[config.mk]
export PLATFORM = sky130hd
export DESIGN_NAME = ysyx_25010030_sim_monitor
export DESIGN_NICKNAME = d
export VERILOG_FILES = /design/src/rtl/ysyx_25010030_sim_pkg.sv /design/src/rtl/ysyx_25010030_sat_counter.sv /design/src/rtl/ysyx_25010030_sim_monitor.sv
export SDC_FILE = /design/constraint.sdc
export NUM_CORES = 1
export LEC_CHECK = 0
export ABC_CLOCK_PERIOD_IN_PS = 2800
export BUFFER_PORTS_ARGS = -buffer_cell sky130_fd_sc_hd__buf_2
export CAP_MARGIN = 20
export CORE_MARGIN = 4
export CORE_UTILIZATION = 52
export CTS_CLUSTER_SIZE = 40
export DETAILED_ROUTE_END_ITERATION = 10
export PLACE_DENSITY = 0.78
export SLEW_MARGIN = 15
export SYNTH_ARGS = -nofsm -noshare
export SYNTH_HDL_FRONTEND = slang
export SYNTH_SLANG_ARGS = --single-unit
export TNS_END_PERCENT = 30
[constraint.sdc]
create_clock -name clock -period 2.8 [get_ports clock]
set_clock_uncertainty 0.1 [all_clocks]
set_input_delay 0.28 -clock clock [delete_from_list [all_inputs] [get_ports clock]]
set_output_delay 0.28 -clock clock [all_outputs]
set_load 0.02 [all_outputs]
[src/rtl/ysyx_25010030_sim_pkg.sv]
// Shared definitions for the NPC commit-side simulation monitor: FSM encoding,
// the trap instruction encoding and the watchdog exit code.
package ysyx_25010030_sim_pkg;

    typedef enum logic [1:0] {
        ST_RUN   = 2'd0,
        ST_DRAIN = 2'd1,
        ST_DONE  = 2'd2
    } sim_state_e;

    localparam logic [31:0] EBREAK_INST   = 32'h0010_0073;
    localparam logic [31:0] WDT_EXIT_CODE = 32'hDEAD_0001;

endpackage

[src/rtl/ysyx_25010030_sat_counter.sv]
// Up-counter that sticks at all-ones instead of wrapping; synchronous clear.
module ysyx_25010030_sat_counter #(
    parameter int unsigned WIDTH = 32
) (
    input  logic             clock,
    input  logic             reset,
    input  logic             en,
    input  logic             clr,
    output logic [WIDTH-1:0] q
);

    always_ff @(posedge clock) begin
        if (reset || clr) begin
            q <= '0;
        end else if (en && (q != '1)) begin
            q <= q + WIDTH'(1);
        end
    end

endmodule

[src/rtl/ysyx_25010030_sim_monitor.sv]
// Commit-side simulation monitor: ends the run on ebreak (or idle watchdog when
// SIM_MONITOR_WATCHDOG_EN is defined), drains, then holds sim_end and results.
module ysyx_25010030_sim_monitor
    import ysyx_25010030_sim_pkg::*;
#(
    parameter int unsigned XLEN      = 32,
    parameter int unsigned CNT_W     = 64,
    parameter int unsigned DRAIN_CYC = 4,
    parameter int unsigned WDT_CYC   = 100000
) (
    input  logic             clock,
    input  logic             reset,
    input  logic             commit_valid,
    input  logic [XLEN-1:0]  commit_pc,
    input  logic [31:0]      commit_inst,
    input  logic [XLEN-1:0]  commit_a0,
    output logic             halt_req,
    output logic             sim_end,
    output logic             sim_good,
    output logic [XLEN-1:0]  exit_code,
    output logic [XLEN-1:0]  trap_pc,
    output logic [CNT_W-1:0] cycle_cnt,
    output logic [CNT_W-1:0] instr_cnt
);

    localparam int unsigned     DRAIN_W    = (DRAIN_CYC > 1) ? $clog2(DRAIN_CYC) : 1;
    localparam logic [DRAIN_W-1:0] DRAIN_LAST = (DRAIN_CYC == 0) ? '0 : DRAIN_W'(DRAIN_CYC - 1);

    sim_state_e         state_q, state_d;
    logic [DRAIN_W-1:0] drain_cnt;
    logic [XLEN-1:0]    last_pc;
    logic               run_c, trap_c, instr_en_c, wdt_fire_c;

    always_ff @(posedge clock) begin
        if (reset) state_q <= ST_RUN;
        else       state_q <= state_d;
    end

    // A zero-length drain skips DRAIN and goes straight to DONE.
    always_comb begin
        state_d = state_q;
        case (state_q)
            ST_RUN:   if (trap_c || wdt_fire_c) state_d = (DRAIN_CYC == 0) ? ST_DONE : ST_DRAIN;
            ST_DRAIN: if (drain_cnt == DRAIN_LAST) state_d = ST_DONE;
            ST_DONE:  state_d = ST_DONE;
            default:  state_d = ST_RUN;
        endcase
    end

    always_comb begin
        run_c      = (state_q == ST_RUN);
        instr_en_c = run_c && commit_valid;
        trap_c     = instr_en_c && (commit_inst == EBREAK_INST);
    end

    ysyx_25010030_sat_counter #(.WIDTH(CNT_W)) u_cycle_cnt (
        .clock (clock),
        .reset (reset),
        .en    (run_c),
        .clr   (1'b0),
        .q     (cycle_cnt)
    );

    ysyx_25010030_sat_counter #(.WIDTH(CNT_W)) u_instr_cnt (
        .clock (clock),
        .reset (reset),
        .en    (instr_en_c),
        .clr   (1'b0),
        .q     (instr_cnt)
    );

`ifdef SIM_MONITOR_WATCHDOG_EN
    logic [31:0] idle_cnt;

    ysyx_25010030_sat_counter #(.WIDTH(32)) u_idle_cnt (
        .clock (clock),
        .reset (reset),
        .en    (run_c && !commit_valid),
        .clr   (instr_en_c),
        .q     (idle_cnt)
    );

    always_ff @(posedge clock) begin
        if (reset)           last_pc <= '0;
        else if (instr_en_c) last_pc <= commit_pc;
    end

    // Fires on the edge where the idle count would reach WDT_CYC; any commit pre-empts it.
    assign wdt_fire_c = run_c && !commit_valid && (idle_cnt == 32'(WDT_CYC - 1));
`else
    logic unused_wdt;

    assign last_pc    = '0;
    assign wdt_fire_c = 1'b0;
    assign unused_wdt = ^32'(WDT_CYC);
`endif

    always_ff @(posedge clock) begin
        if (reset) begin
            halt_req  <= 1'b0;
            sim_end   <= 1'b0;
            sim_good  <= 1'b0;
            exit_code <= '0;
            trap_pc   <= '0;
            drain_cnt <= '0;
        end else begin
            if (trap_c) begin
                halt_req  <= 1'b1;
                sim_good  <= (commit_a0 == '0);
                exit_code <= commit_a0;
                trap_pc   <= commit_pc;
            end else if (wdt_fire_c) begin
                halt_req  <= 1'b1;
                sim_good  <= 1'b0;
                exit_code <= XLEN'(WDT_EXIT_CODE);
                trap_pc   <= last_pc;
            end
            sim_end   <= (state_q == ST_DONE);
            drain_cnt <= (state_q == ST_DRAIN) ? drain_cnt + DRAIN_W'(1) : '0;
        end
    end

endmodule

---- Yosys cells after proc, flatten, opt, wreduce, memory -nomap -nowiden ----
Index checks and enable logic that the tools add are counted.
operators by class
  add/subtract/negate cells ............... 3
  equality and inequality tests ........... 8
  mux-type cells .......................... 3
  bitwise logic cells ..................... 1
  reductions and logical operators ........ 8
operators by type and width
  cell                     number
  $add A64 B1 Y64 const B  2
  $ne A64 B64 Y1 const B   2
  $eq A32 B21 Y1 const B   1
  $logic_not A32 Y1        1
  $pmux W2 S3              1
  $eq A2 B2 Y1 const B     2
  $logic_and A1 B1 Y1      4
  $mux W2                  2
  $ne A2 B2 Y1 const B     2
  $add A2 B1 Y2 const B    1
  $eq A2 B1 Y1 const B     1
  $logic_not A2 Y1         1
  $reduce_and A2 Y1        1
  $reduce_or A2 Y1         1
  $not A1 Y1               1
storage, ports and cells
  register bits ........................... 199
  bits of input ports ..................... 99
  output and inout port bits .............. 195
  word-level logic and storage cells ...... 32

---- Depth between registers and ports, before layout ----
Gate-level depths: netlist (run 1).
  word-level depth ........................ 5
  gate-level depth with buffers ........... 11
  gate-level depth less buffers ........... 8

---- By module ----
From an unflattened synthesis (run 1), not the netlist that was laid out.
unflattened totals
  cells, all modules ...................... 1107
  area total of the unflattened synthesis .. 9618.0 µm²
by module, submodules not included
  module                     times used  cells each  area an instance (µm²)  sequential area each (µm²)
  ysyx_25010030_sat_counter  2           422         3424.5                  1281.2
  ysyx_25010030_sim_monitor  1           263         2768.9                  1421.4

---- Least setup slack after synthesis (run 1) ----
No wires, ideal clock.
  path kind ............................... reg2reg
  start ................................... register u_cycle_cnt.q[12]
  end ..................................... register u_cycle_cnt.q[62]
  setup time .............................. 0.121 ns
  arrival ................................. 2.387 ns
  data required time ...................... 2.579 ns
  path slack .............................. 0.193 ns
  stages on the path, launching flop included .. 8
  buffers on the path ..................... 1
  cell sequence ........................... dfxtp_1 nand4_1 or3_1 or3_1 buf_2 o21bai_4 nor4_1 mux2_2
on the way
  word-level cells in the longest chain between the ends .. 2
  elaborated cells on any way between the ends .. 3
  those cells by class .................... add/sub (1); eq/ne (1); reduce/logical (1)
RTL lines
  element                                                                  line                             text
  start, declared                                                          ysyx_25010030_sat_counter.sv:9   output logic [WIDTH-1:0] q
  start signal, assigned                                                   ysyx_25010030_sat_counter.sv:16  q <= q + WIDTH'(1);
  parallel branches: the longest is 2 deep, another holds $add A64 B1 Y64  -
Parallel ways; which one is timed is not known.
A chain may end at the register's enable or synchronous reset.

---- Final worst setup path (run 1) ----
  start ................................... register state_q[0]
  end ..................................... register u_cycle_cnt.q[55]
on the way
  word-level cells in the longest chain between the ends .. 2
RTL lines
  element                 line                             text
  start, declared         ysyx_25010030_sim_monitor.sv:29  sim_state_e state_q, state_d;
  start signal, assigned  ysyx_25010030_sim_monitor.sv:36  else state_q <= state_d;
  $logic_not A2 Y1        ysyx_25010030_sim_monitor.sv:51  run_c = (state_q == ST_RUN);
  $logic_and A1 B1 Y1     ysyx_25010030_sat_counter.sv:15  end else if (en && (q != '1)) begin
Every way passes these cells.

==> impl_results.html, run 1 <==
<table>
<tr><th>Metric</th><th>Value</th></tr>
<tr><th colspan="2">Run status</th></tr>
<tr><td>Result of the run</td><td>complete, no violations</td></tr>
<tr><th colspan="2">Route</th></tr>
<tr><td>Wire length on met2</td><td>between 10000 and 15000 um</td></tr>
<tr><td>DR top layer</td><td>met4</td></tr>
<tr><td>Routed vias</td><td>between 9000 and 10000</td></tr>
<tr><td>Total wire length after detailed routing</td><td>30500 um</td></tr>
<tr><td>Ratio of routed vias to standard cells</td><td>5.90</td></tr>
<tr><td>DRC marker count from the first detailed-route iteration</td><td>763</td></tr>
<tr><td>Router iterations before antenna repair</td><td>5</td></tr>
<tr><td>DRC violation count after routing</td><td>0</td></tr>
<tr><td>Length of routed met3 wiring</td><td>about 2100 um</td></tr>
<tr><td>Post-detailed-route count of antenna-violating nets</td><td>0</td></tr>
<tr><td>Detailed-route wire length per cell</td><td>18.2 um</td></tr>
<tr><td>Routed metal-1 wirelength</td><td>roughly 12000 um</td></tr>
<tr><th colspan="2">Run</th></tr>
<tr><td>Number of maximum-capacitance violations</td><td>0</td></tr>
<tr><th colspan="2">Global routing</th></tr>
<tr><td>Grt ovf</td><td>0</td></tr>
<tr><td>Wire length of the first global-routing pass</td><td>48700 um</td></tr>
<tr><td>Antenna violations before repair</td><td>0</td></tr>
<tr><td>Number of global-route vias before repair</td><td>9539</td></tr>
<tr><td>Maximum number of pins on one net before global-route repair</td><td>90</td></tr>
<tr><td>Overall Global Routing Usage</td><td>29.4%</td></tr>
<tr><th colspan="2">Power and ir drop</th></tr>
<tr><td>Sequential share of power</td><td>between 50 and 60%</td></tr>
<tr><td>Static power due to leakage</td><td>4.99 nW</td></tr>
<tr><td>Maximum ir drop on the vdd rail</td><td>554 uV</td></tr>
<tr><td>Fraction of power consumed by the clock network</td><td>43.8%</td></tr>
<tr><td>Cell internal pwr</td><td>0.00413 W</td></tr>
<tr><td>Net switching share of the total power</td><td>between 20% and 30%</td></tr>
<tr><td>Cell area power density</td><td>444 nW/um^2</td></tr>
<tr><td>Switching power total</td><td>approximately 0.0013 W</td></tr>
<tr><td>Part of the total power dissipated in combinational logic</td><td>4.3%</td></tr>
<tr><th colspan="2">Placed design</th></tr>
<tr><td>DP Wirelength</td><td>21300 um</td></tr>
<tr><td>Count of buffers from port buffering</td><td>293</td></tr>
<tr><td>Placed cell areas</td><td>approximately 11000 um^2</td></tr>
<tr><td>Placer congestion estimate</td><td>0.929</td></tr>
<tr><th colspan="2">Cells and area</th></tr>
<tr><td>Layout filler cell count</td><td>1390</td></tr>
<tr><td>Most frequent standard cell in the layout excluding fill and tap cells</td><td>sky130_fd_sc_hd__buf_2</td></tr>
<tr><td>Most used cells in the layout excluding fill and tap cells</td><td>sky130_fd_sc_hd__buf_2, sky130_fd_sc_hd__dfxtp_1, sky130_fd_sc_hd__nor2_1, sky130_fd_sc_hd__mux2i_1, sky130_fd_sc_hd__a21oi_1</td></tr>
<tr><td>Final #Nets</td><td>between 1500 and 2000</td></tr>
<tr><td>Multi-input combinational cell area</td><td>5130 um^2</td></tr>
<tr><td>Final cell area excluding filler cells</td><td>12300 um^2</td></tr>
<tr><td>Footprint of the flip-flops and latches</td><td>3980 um^2</td></tr>
<tr><td>P&amp;R area growth vs syn</td><td>32.0%</td></tr>
<tr><td>Fraction of layout cells with a size suffix above 1</td><td>roughly 28%</td></tr>
<tr><th colspan="2">Clock tree</th></tr>
<tr><td>Clock-pin slew of the registers on the worst-case setup and hold paths</td><td>~0.08 ns</td></tr>
<tr><td>Clock tree buffer depth</td><td>2</td></tr>
<tr><td>Sink Count</td><td>between 150 and 200</td></tr>
<tr><td>H-tree levels</td><td>4</td></tr>
<tr><td>TritonCTS clock tree</td><td>done</td></tr>
<tr><td>Root Buffer Master</td><td>sky130_fd_sc_hd__clkbuf_16</td></tr>
<tr><td>Number of CTS-inserted buffers</td><td>17</td></tr>
<tr><td>Clock latency at the later pin of the worst-skew pair</td><td>about 0.44 ns</td></tr>
<tr><th colspan="2">Critical path</th></tr>
<tr><td>Worst-path maximum fanout</td><td>19</td></tr>
<tr><td>Startpoint Class</td><td>flop</td></tr>
<tr><td>Required time of the critical path</td><td>3.05 ns</td></tr>
<tr><td>Slowest cell delay on critical path</td><td>0.50 ns</td></tr>
<tr><td>WP data arrival</td><td>2.90 ns</td></tr>
<tr><td>Flop-to-flop setup slack</td><td>0.15 ns</td></tr>
<tr><td>CP Cell Sequence</td><td>inv_1 &gt; ha_2 &gt; and4_1 &gt; nand3_1 &gt; nor4_2 &gt; o2111ai_1 &gt; buf_4 &gt; or4_1 &gt; a21oi_1</td></tr>
<tr><td>Critical Path Sink Type</td><td>flop</td></tr>
<tr><td>Critical path type</td><td>flop to flop</td></tr>
<tr><td>Slowest stage cell on the critical path</td><td>sky130_fd_sc_hd__or4_1</td></tr>
<tr><th colspan="2">Floorplanning</th></tr>
<tr><td>Core Area</td><td>approximately 17000 um^2</td></tr>
<tr><td>Die outline area</td><td>between 20000 and 25000 um^2</td></tr>
<tr><td>Die height</td><td>142 um</td></tr>
<tr><td>Number of placement rows</td><td>48</td></tr>
<tr><td>Die X</td><td>142 um</td></tr>
<tr><td>Io pins</td><td>294</td></tr>
<tr><td>Starting Density</td><td>53.5%</td></tr>
<tr><th colspan="2">Timing</th></tr>
<tr><td>Maximum clock frequency</td><td>377 MHz</td></tr>
<tr><td>Tightest Pin Transition</td><td>0.511 ns</td></tr>
<tr><td>Final TNS setup</td><td>0 ns</td></tr>
<tr><td>Max-slew violation count</td><td>0</td></tr>
<tr><td>Time the worst path needs with I/O delays and setup</td><td>2.65 ns</td></tr>
<tr><td>Max transition margin</td><td>65.9%</td></tr>
<tr><td>Final number of setup-violating endpoints</td><td>0</td></tr>
<tr><td>Tcrit/Tclk final</td><td>94.7%</td></tr>
<tr><td>Number of hold violations in the final report</td><td>0</td></tr>
<tr><th colspan="2">Synthesis</th></tr>
<tr><td>Synth cell types</td><td>45</td></tr>
<tr><td>Number of synthesized flops with an enable pin</td><td>0</td></tr>
<tr><td>Post-synth ARST share</td><td>0%</td></tr>
<tr><td>Synth Net Count</td><td>1187</td></tr>
<tr><td>Dominant synthesized flop cell</td><td>sky130_fd_sc_hd__dfxtp_1</td></tr>
<tr><td>Number of register bits inferred by synthesis</td><td>199</td></tr>
<tr><td>Cell count after synthesis</td><td>1081</td></tr>
<tr><td>Yosys warns</td><td>0</td></tr>
<tr><td>Fraction of the yosys area taken by sequential cells</td><td>42.6%</td></tr>
<tr><td>Mean instance size in the synthesized netlist</td><td>a little under 9 um^2</td></tr>
<tr><td>Post-synthesis cell area</td><td>about 9300 um^2</td></tr>
<tr><th colspan="2">Min path</th></tr>
<tr><td>Min-Delay Path Class</td><td>input pin to flop</td></tr>
</table>
-- state kept, by name, summed over array words and instances, names as in the netlist --
register and cells:
u_cycle_cnt.q 64, drain_cnt 2, trap_pc 32, halt_req 1, u_instr_cnt.q 64, exit_code 32
state_q 2, sim_good 1, sim_end 1
-- metal layers --
metal,vias up,track usage (%)
met3,75,5.75
met2,451,50.0
met1,4642,36.0
met5,-,0
li1,4719,-
met4,0,13.4
-- area by class of cell --
cell class | instances | share of cell area, %
Tap cell | 225 | 2.28
Antenna cell | 1 | 0.0203
Timing Repair Buffer | 386 | 18.9
Sequential cell | 199 | 32.3
Multi-Input combinational cell | 821 | 41.6
Inverter | 13 | 0.396
Clock buffer | 17 | 3.45
Clock inverter | 14 | 1.13
-- kinds of logic after synthesis --
group	after synthesis	synth area share, %
xor+xnor	48	4.50
fa+ha+maj	7	0.937
buf+inv	61	2.72
simple gates	507	29.1
flops	199	42.6
mux	78	8.48
compound gates	181	11.6
-- through the flow --
stage	hold WS, ns	utilization (%)	setup WS, ns	instances	power, W
finish	0.00513	70.6	0.148	1676	0.00548
global route	0.0197	70.6	-0.0271	1675	0.00565
CTS	0.00120	70.5	0.0721	1675	0.00550
detailed placement	0.329	64.8	0.0915	1602	0.00309
global placement	0.323	64.8	0.167	1602	0.00309
floorplan	0.306	-	0.193	1081	0.00298
-- power groups by stage --
stage	sequential (W)	clock, W	combinational (W)
after floorplan	0.00292	0	0.0000666
after global placement	0.00291	0	0.000182
after detailed placement	0.00291	0	0.000185
after CTS	0.00284	0.00243	0.000230
after global routing	0.00284	0.00255	0.000257
final	0.00284	0.00240	0.000238
-- path summary, 6_finish.rpt --
path | from | endpoint | cells past startpoint
setup reg to reg | state_q[0] | u_cycle_cnt.q[55] | 9
hold reg to reg | drain_cnt[0] | drain_cnt[0] | 1
setup / recovery | state_q[0] | u_cycle_cnt.q[55] | 9
hold / removal | commit_a0[24] | exit_code[24] | 3
-- critical path: cells and delay by family (launching register included) --
| family | cells | cell delay [ns] |
|---|---|---|
| AO/OA/AOI/OAI | 2 | 0.32 |
| adder cells (fa/ha/maj) | 1 | 0.25 |
| buffers and inverters | 2 | 0.33 |
| flip-flops | 1 | 0.33 |
| AND/OR/NAND/NOR | 4 | 1.22 |
-- repair_timing --
item | CTS | global route
resized for setup | 0 | 3
setup buffers | 0 | 0
hold buffers | 42 | 0
endpoints found under the setup margin | 0 | 16
hold endpoints to repair | 42 | 0
-- Yosys cell counts, types with 2 or more instances --
master	number	area share, %
sky130_fd_sc_hd__dfxtp_1	199	43
sky130_fd_sc_hd__nor2_1	153	6.1
sky130_fd_sc_hd__mux2i_1	69	7.4
sky130_fd_sc_hd__a21oi_1	62	3.3
sky130_fd_sc_hd__nand3_1	57	3.1
sky130_fd_sc_hd__o21ai_0	56	3.0
sky130_fd_sc_hd__nand4_1	50	3.3
sky130_fd_sc_hd__nand2_1	47	1.9
sky130_fd_sc_hd__or3_1	44	2.9
sky130_fd_sc_hd__xor2_1	44	4.1
sky130_fd_sc_hd__clkbuf_1	33	1.3
sky130_fd_sc_hd__nor4_1	29	1.9
sky130_fd_sc_hd__nor3_1	25	1.3
sky130_fd_sc_hd__or4_1	25	2.0
sky130_fd_sc_hd__o31ai_1	24	1.9
sky130_fd_sc_hd__and3_1	21	1.4
sky130_fd_sc_hd__and4_1	21	2.0
sky130_fd_sc_hd__buf_2	14	0.75
sky130_fd_sc_hd__inv_1	12	0.48
sky130_fd_sc_hd__o211ai_1	12	0.96
sky130_fd_sc_hd__nor2b_1	10	0.67
sky130_fd_sc_hd__o21a_1	10	0.80
sky130_fd_sc_hd__mux2_2	9	1.1
sky130_fd_sc_hd__and2_1	7	0.47
sky130_fd_sc_hd__ha_1	7	0.94
sky130_fd_sc_hd__o2111ai_1	6	0.56
sky130_fd_sc_hd__or2_2	4	0.27
sky130_fd_sc_hd__xnor2_1	4	0.37
sky130_fd_sc_hd__nor4_2	3	0.40
sky130_fd_sc_hd__nor4b_1	3	0.28
sky130_fd_sc_hd__o21bai_1	3	0.24
sky130_fd_sc_hd__nand4b_1	2	0.19
sky130_fd_sc_hd__nor4bb_1	2	0.21
sky130_fd_sc_hd__o21ai_1	2	0.11
sky130_fd_sc_hd__o31a_1	2	0.19
Note: power is estimated with default switching activity, not from simulation.
==> run 2, diff against run 1 <==
Settings changed: RECOVER_POWER set to 50.
==> run 2 against run 1 <==
  * Sequential share of layout area increased by 0.65 points
  * Combinational power about the same
  * Die area unchanged
  * Sequential cell count unchanged
  * Worst hold slack improved by 0.00085 ns
  * Global-route usage unchanged
  * Clock power about the same
  * Clock-buffer cell count unchanged
  * Cell area decreased by 2.0%
  * Total power about the same
  * First-iteration DRC count increased by 0.66%
  * Critical endpoint unchanged
==> impl_results.html, run 2 (synthesis results as in run 1) <==
<table>
<tr><th>Metric</th><th>Value</th></tr>
<tr><th colspan="2">Power and ir drop</th></tr>
<tr><td>Static power due to leakage</td><td>4.14 nW (-17%)</td></tr>
<tr><td>Maximum ir drop on the vdd rail</td><td>550 uV (-0.73%)</td></tr>
<tr><td>Cell area power density</td><td>453 nW/um^2 (+2.0%)</td></tr>
<tr><th colspan="2">Placed design</th></tr>
<tr><td>Count of buffers from port buffering</td><td>293 (unchanged)</td></tr>
<tr><td>Placer congestion estimate</td><td>0.929 (unchanged)</td></tr>
<tr><td>Worst setup slack before clock tree synthesis</td><td>0.0915 ns (unchanged)</td></tr>
<tr><td>DP Wirelength</td><td>21300 um (unchanged)</td></tr>
<tr><td>Placed cell areas</td><td>11300 um^2 (unchanged)</td></tr>
<tr><th colspan="2">Timing</th></tr>
<tr><td>Final number of setup-violating endpoints</td><td>0 (unchanged)</td></tr>
<tr><td>Tightest Pin Transition</td><td>0.514 ns (+0.00260 ns)</td></tr>
<tr><td>Time the worst path needs with I/O delays and setup</td><td>2.74 ns (+0.0890 ns)</td></tr>
<tr><td>Setup slack of the critical path after layout</td><td>0.0595 ns (-0.0890 ns)</td></tr>
<tr><td>Tcrit/Tclk final</td><td>97.9% (+3.2 points)</td></tr>
<tr><td>Maximum clock frequency</td><td>365 MHz (-3.2%)</td></tr>
<tr><td>Number of hold violations in the final report</td><td>0 (unchanged)</td></tr>
<tr><td>Max-slew violation count</td><td>0 (unchanged)</td></tr>
<tr><td>Max transition margin</td><td>65.8% (-0.17 points)</td></tr>
<tr><td>Minimum hold slack</td><td>0.00598 ns (+0.000853 ns)</td></tr>
<tr><td>Final TNS setup</td><td>0 ns (unchanged)</td></tr>
<tr><th colspan="2">Cells and area</th></tr>
<tr><td>Registers with the most flip-flops</td><td>u_cycle_cnt.q: 64 flops, u_instr_cnt.q: 64 flops</td></tr>
<tr><td>Core Util, Final</td><td>69.2% (-1.4 points)</td></tr>
<tr><td>Diode count</td><td>0 (-1)</td></tr>
<tr><td>Most used cells in the layout excluding fill and tap cells</td><td>sky130_fd_sc_hd__dfxtp_1, sky130_fd_sc_hd__clkbuf_1, sky130_fd_sc_hd__nor2_1, sky130_fd_sc_hd__buf_2, sky130_fd_sc_hd__mux2i_1</td></tr>
<tr><td>Most frequent standard cell in the layout excluding fill and tap cells</td><td>sky130_fd_sc_hd__dfxtp_1</td></tr>
<tr><td>Layout filler cell count</td><td>1495 (+7.6%)</td></tr>
<tr><td>Final cell area excluding filler cells</td><td>12100 um^2 (-2.0%)</td></tr>
<tr><td>Fraction of layout cells with a size suffix above 1</td><td>14.2% (-13 points)</td></tr>
<tr><td>P&amp;R area growth vs syn</td><td>29.4%</td></tr>
<tr><td>Final #Nets</td><td>1544 (unchanged)</td></tr>
<tr><th colspan="2">Route</th></tr>
<tr><td>Total wire length after detailed routing</td><td>30500 um (about the same)</td></tr>
<tr><td>Post-detailed-route count of antenna-violating nets</td><td>0 (unchanged)</td></tr>
<tr><td>Ratio of routed vias to standard cells</td><td>5.87 (-0.51%)</td></tr>
<tr><td>Router iterations before antenna repair</td><td>5 (unchanged)</td></tr>
<tr><td>Detailed-route wire length per cell</td><td>18.2 um (about the same)</td></tr>
<tr><td>DRC violation count after routing</td><td>0 (unchanged)</td></tr>
<tr><td>DRC marker count from the first detailed-route iteration</td><td>768 (+0.66%)</td></tr>
<tr><td>Routed vias</td><td>9831 (-0.57%)</td></tr>
<tr><th colspan="2">Critical path</th></tr>
<tr><td>Critical Path Sink Type</td><td>flop</td></tr>
<tr><td>Startpoint Class</td><td>flop</td></tr>
<tr><td>Worst-path maximum fanout</td><td>19 (unchanged)</td></tr>
<tr><td>Required time of the critical path</td><td>3.05 ns (about the same)</td></tr>
<tr><td>Critical path type</td><td>flop to flop</td></tr>
<tr><td>Reg-to-reg critical path startpoint</td><td>state_q[0]</td></tr>
<tr><td>WP data arrival</td><td>2.99 ns (+0.09 ns)</td></tr>
<tr><td>Setup crit start</td><td>state_q[0]</td></tr>
<tr><th colspan="2">Min path</th></tr>
<tr><td>Min-Delay Path Class</td><td>input pin to flop</td></tr>
<tr><td>Startpoint of the worst hold path</td><td>commit_a0[24]</td></tr>
<tr><th colspan="2">Global routing</th></tr>
<tr><td>Antenna violations before repair</td><td>0 (unchanged)</td></tr>
<tr><td>Wire length of the first global-routing pass</td><td>48700 um (unchanged)</td></tr>
<tr><td>Grt ovf</td><td>0 (unchanged)</td></tr>
<tr><td>Number of global-route vias before repair</td><td>9539 (unchanged)</td></tr>
<tr><td>Overall Global Routing Usage</td><td>29.4% (unchanged)</td></tr>
<tr><td>Maximum number of pins on one net before global-route repair</td><td>90 (unchanged)</td></tr>
<tr><th colspan="2">Clock tree</th></tr>
<tr><td>H-tree levels</td><td>4 (unchanged)</td></tr>
<tr><td>Clock-pin slew of the registers on the worst-case setup and hold paths</td><td>0.08 ns (about the same)</td></tr>
<tr><td>TritonCTS clock tree</td><td>done</td></tr>
<tr><td>Number of post-CTS setup repair buffers</td><td>0 (unchanged)</td></tr>
<tr><td>Clock tree buffer depth</td><td>2 (unchanged)</td></tr>
<tr><td>Root Buffer Master</td><td>sky130_fd_sc_hd__clkbuf_16</td></tr>
<tr><td>Clock latency at the later pin of the worst-skew pair</td><td>0.44 ns (about the same)</td></tr>
<tr><td>Number of CTS-inserted buffers</td><td>17 (unchanged)</td></tr>
<tr><td>Sink Count</td><td>199 (unchanged)</td></tr>
<tr><th colspan="2">Floorplanning</th></tr>
<tr><td>Die outline area</td><td>20200 um^2 (unchanged)</td></tr>
<tr><td>Io pins</td><td>294 (unchanged)</td></tr>
<tr><td>Die X</td><td>142 um (unchanged)</td></tr>
<tr><td>Core Area</td><td>17500 um^2 (unchanged)</td></tr>
<tr><td>Die height</td><td>142 um (unchanged)</td></tr>
<tr><td>Starting Density</td><td>53.5% (unchanged)</td></tr>
<tr><td>Number of placement rows</td><td>48 (unchanged)</td></tr>
<tr><th colspan="2">Run</th></tr>
<tr><td>Number of maximum-capacitance violations</td><td>0 (unchanged)</td></tr>
<tr><th colspan="2">Run status</th></tr>
<tr><td>Result of the run</td><td>complete, no violations</td></tr>
</table>
==> run 2: layer usage <==
metal / share of wire, % / global-route usage (%) / up-vias
li1: - / - / 4710
met1: 40 / 36.0 / 4579
met2: 48 / 50.0 / 459
met3: 7.2 / 5.75 / 83
met4: 4.4 / 13.4 / 0
met5: 0 / 0 / -
==> run 2: worst max-delay path, cell delays in order (launching register included) <==
cell                        delay, ns
sky130_fd_sc_hd__dfxtp_1         0.33
sky130_fd_sc_hd__inv_1           0.10
sky130_fd_sc_hd__ha_2            0.25
sky130_fd_sc_hd__and4_1          0.25
sky130_fd_sc_hd__nand3_1         0.16
sky130_fd_sc_hd__nor4_2          0.38
sky130_fd_sc_hd__o2111ai_1       0.18
sky130_fd_sc_hd__buf_4           0.23
sky130_fd_sc_hd__or4_1           0.50
sky130_fd_sc_hd__a21oi_1         0.15
==> run 2: cell type report <==
cell class	instances	area [um^2]	area share, %
clock inverters	14	139	1.15
flip-flops and latches	199	3980	32.9
repair buffers	386	2080	17.2
inverters	13	48.8	0.404
well taps	225	282	2.33
multi-input cells	821	5130	42.4
clock buffers	17	425	3.52
==> run 2: path summary, 6_finish.rpt <==
path	endpoint	slack [ns]	cells after the start
max	u_cycle_cnt.q[55]	0.06	9
min	exit_code[24]	0.006	3
max reg2reg	u_cycle_cnt.q[55]	0.06	9
min reg2reg	drain_cnt[0]	0.34	1
==> run 2: where the power goes <==
group | internal [W] | total [W] | switching, W
Combinational | 0.000113 | 0.000236 | 0.000123
Sequential | 0.00283 | 0.00284 | 0.00000980
Clock | 0.00118 | 0.00240 | 0.00122
==> run 2: what timing repair did <==
item                                   CTS  global route
hold buffers                            42             0
endpoints found under the hold margin   42             0
setup endpoints to repair                0            16
resized for setup                        0             3
==> run 2: per-stage QoR <==
step / total power [W] / cells
2_1_floorplan: 0.00298 / 1081
3_3_place_gp: 0.00309 / 1602
3_5_place_dp: 0.00309 / 1602
4_1_cts: 0.00550 / 1675
5_1_grt: 0.00565 / 1675
6_report: 0.00548 / 1675
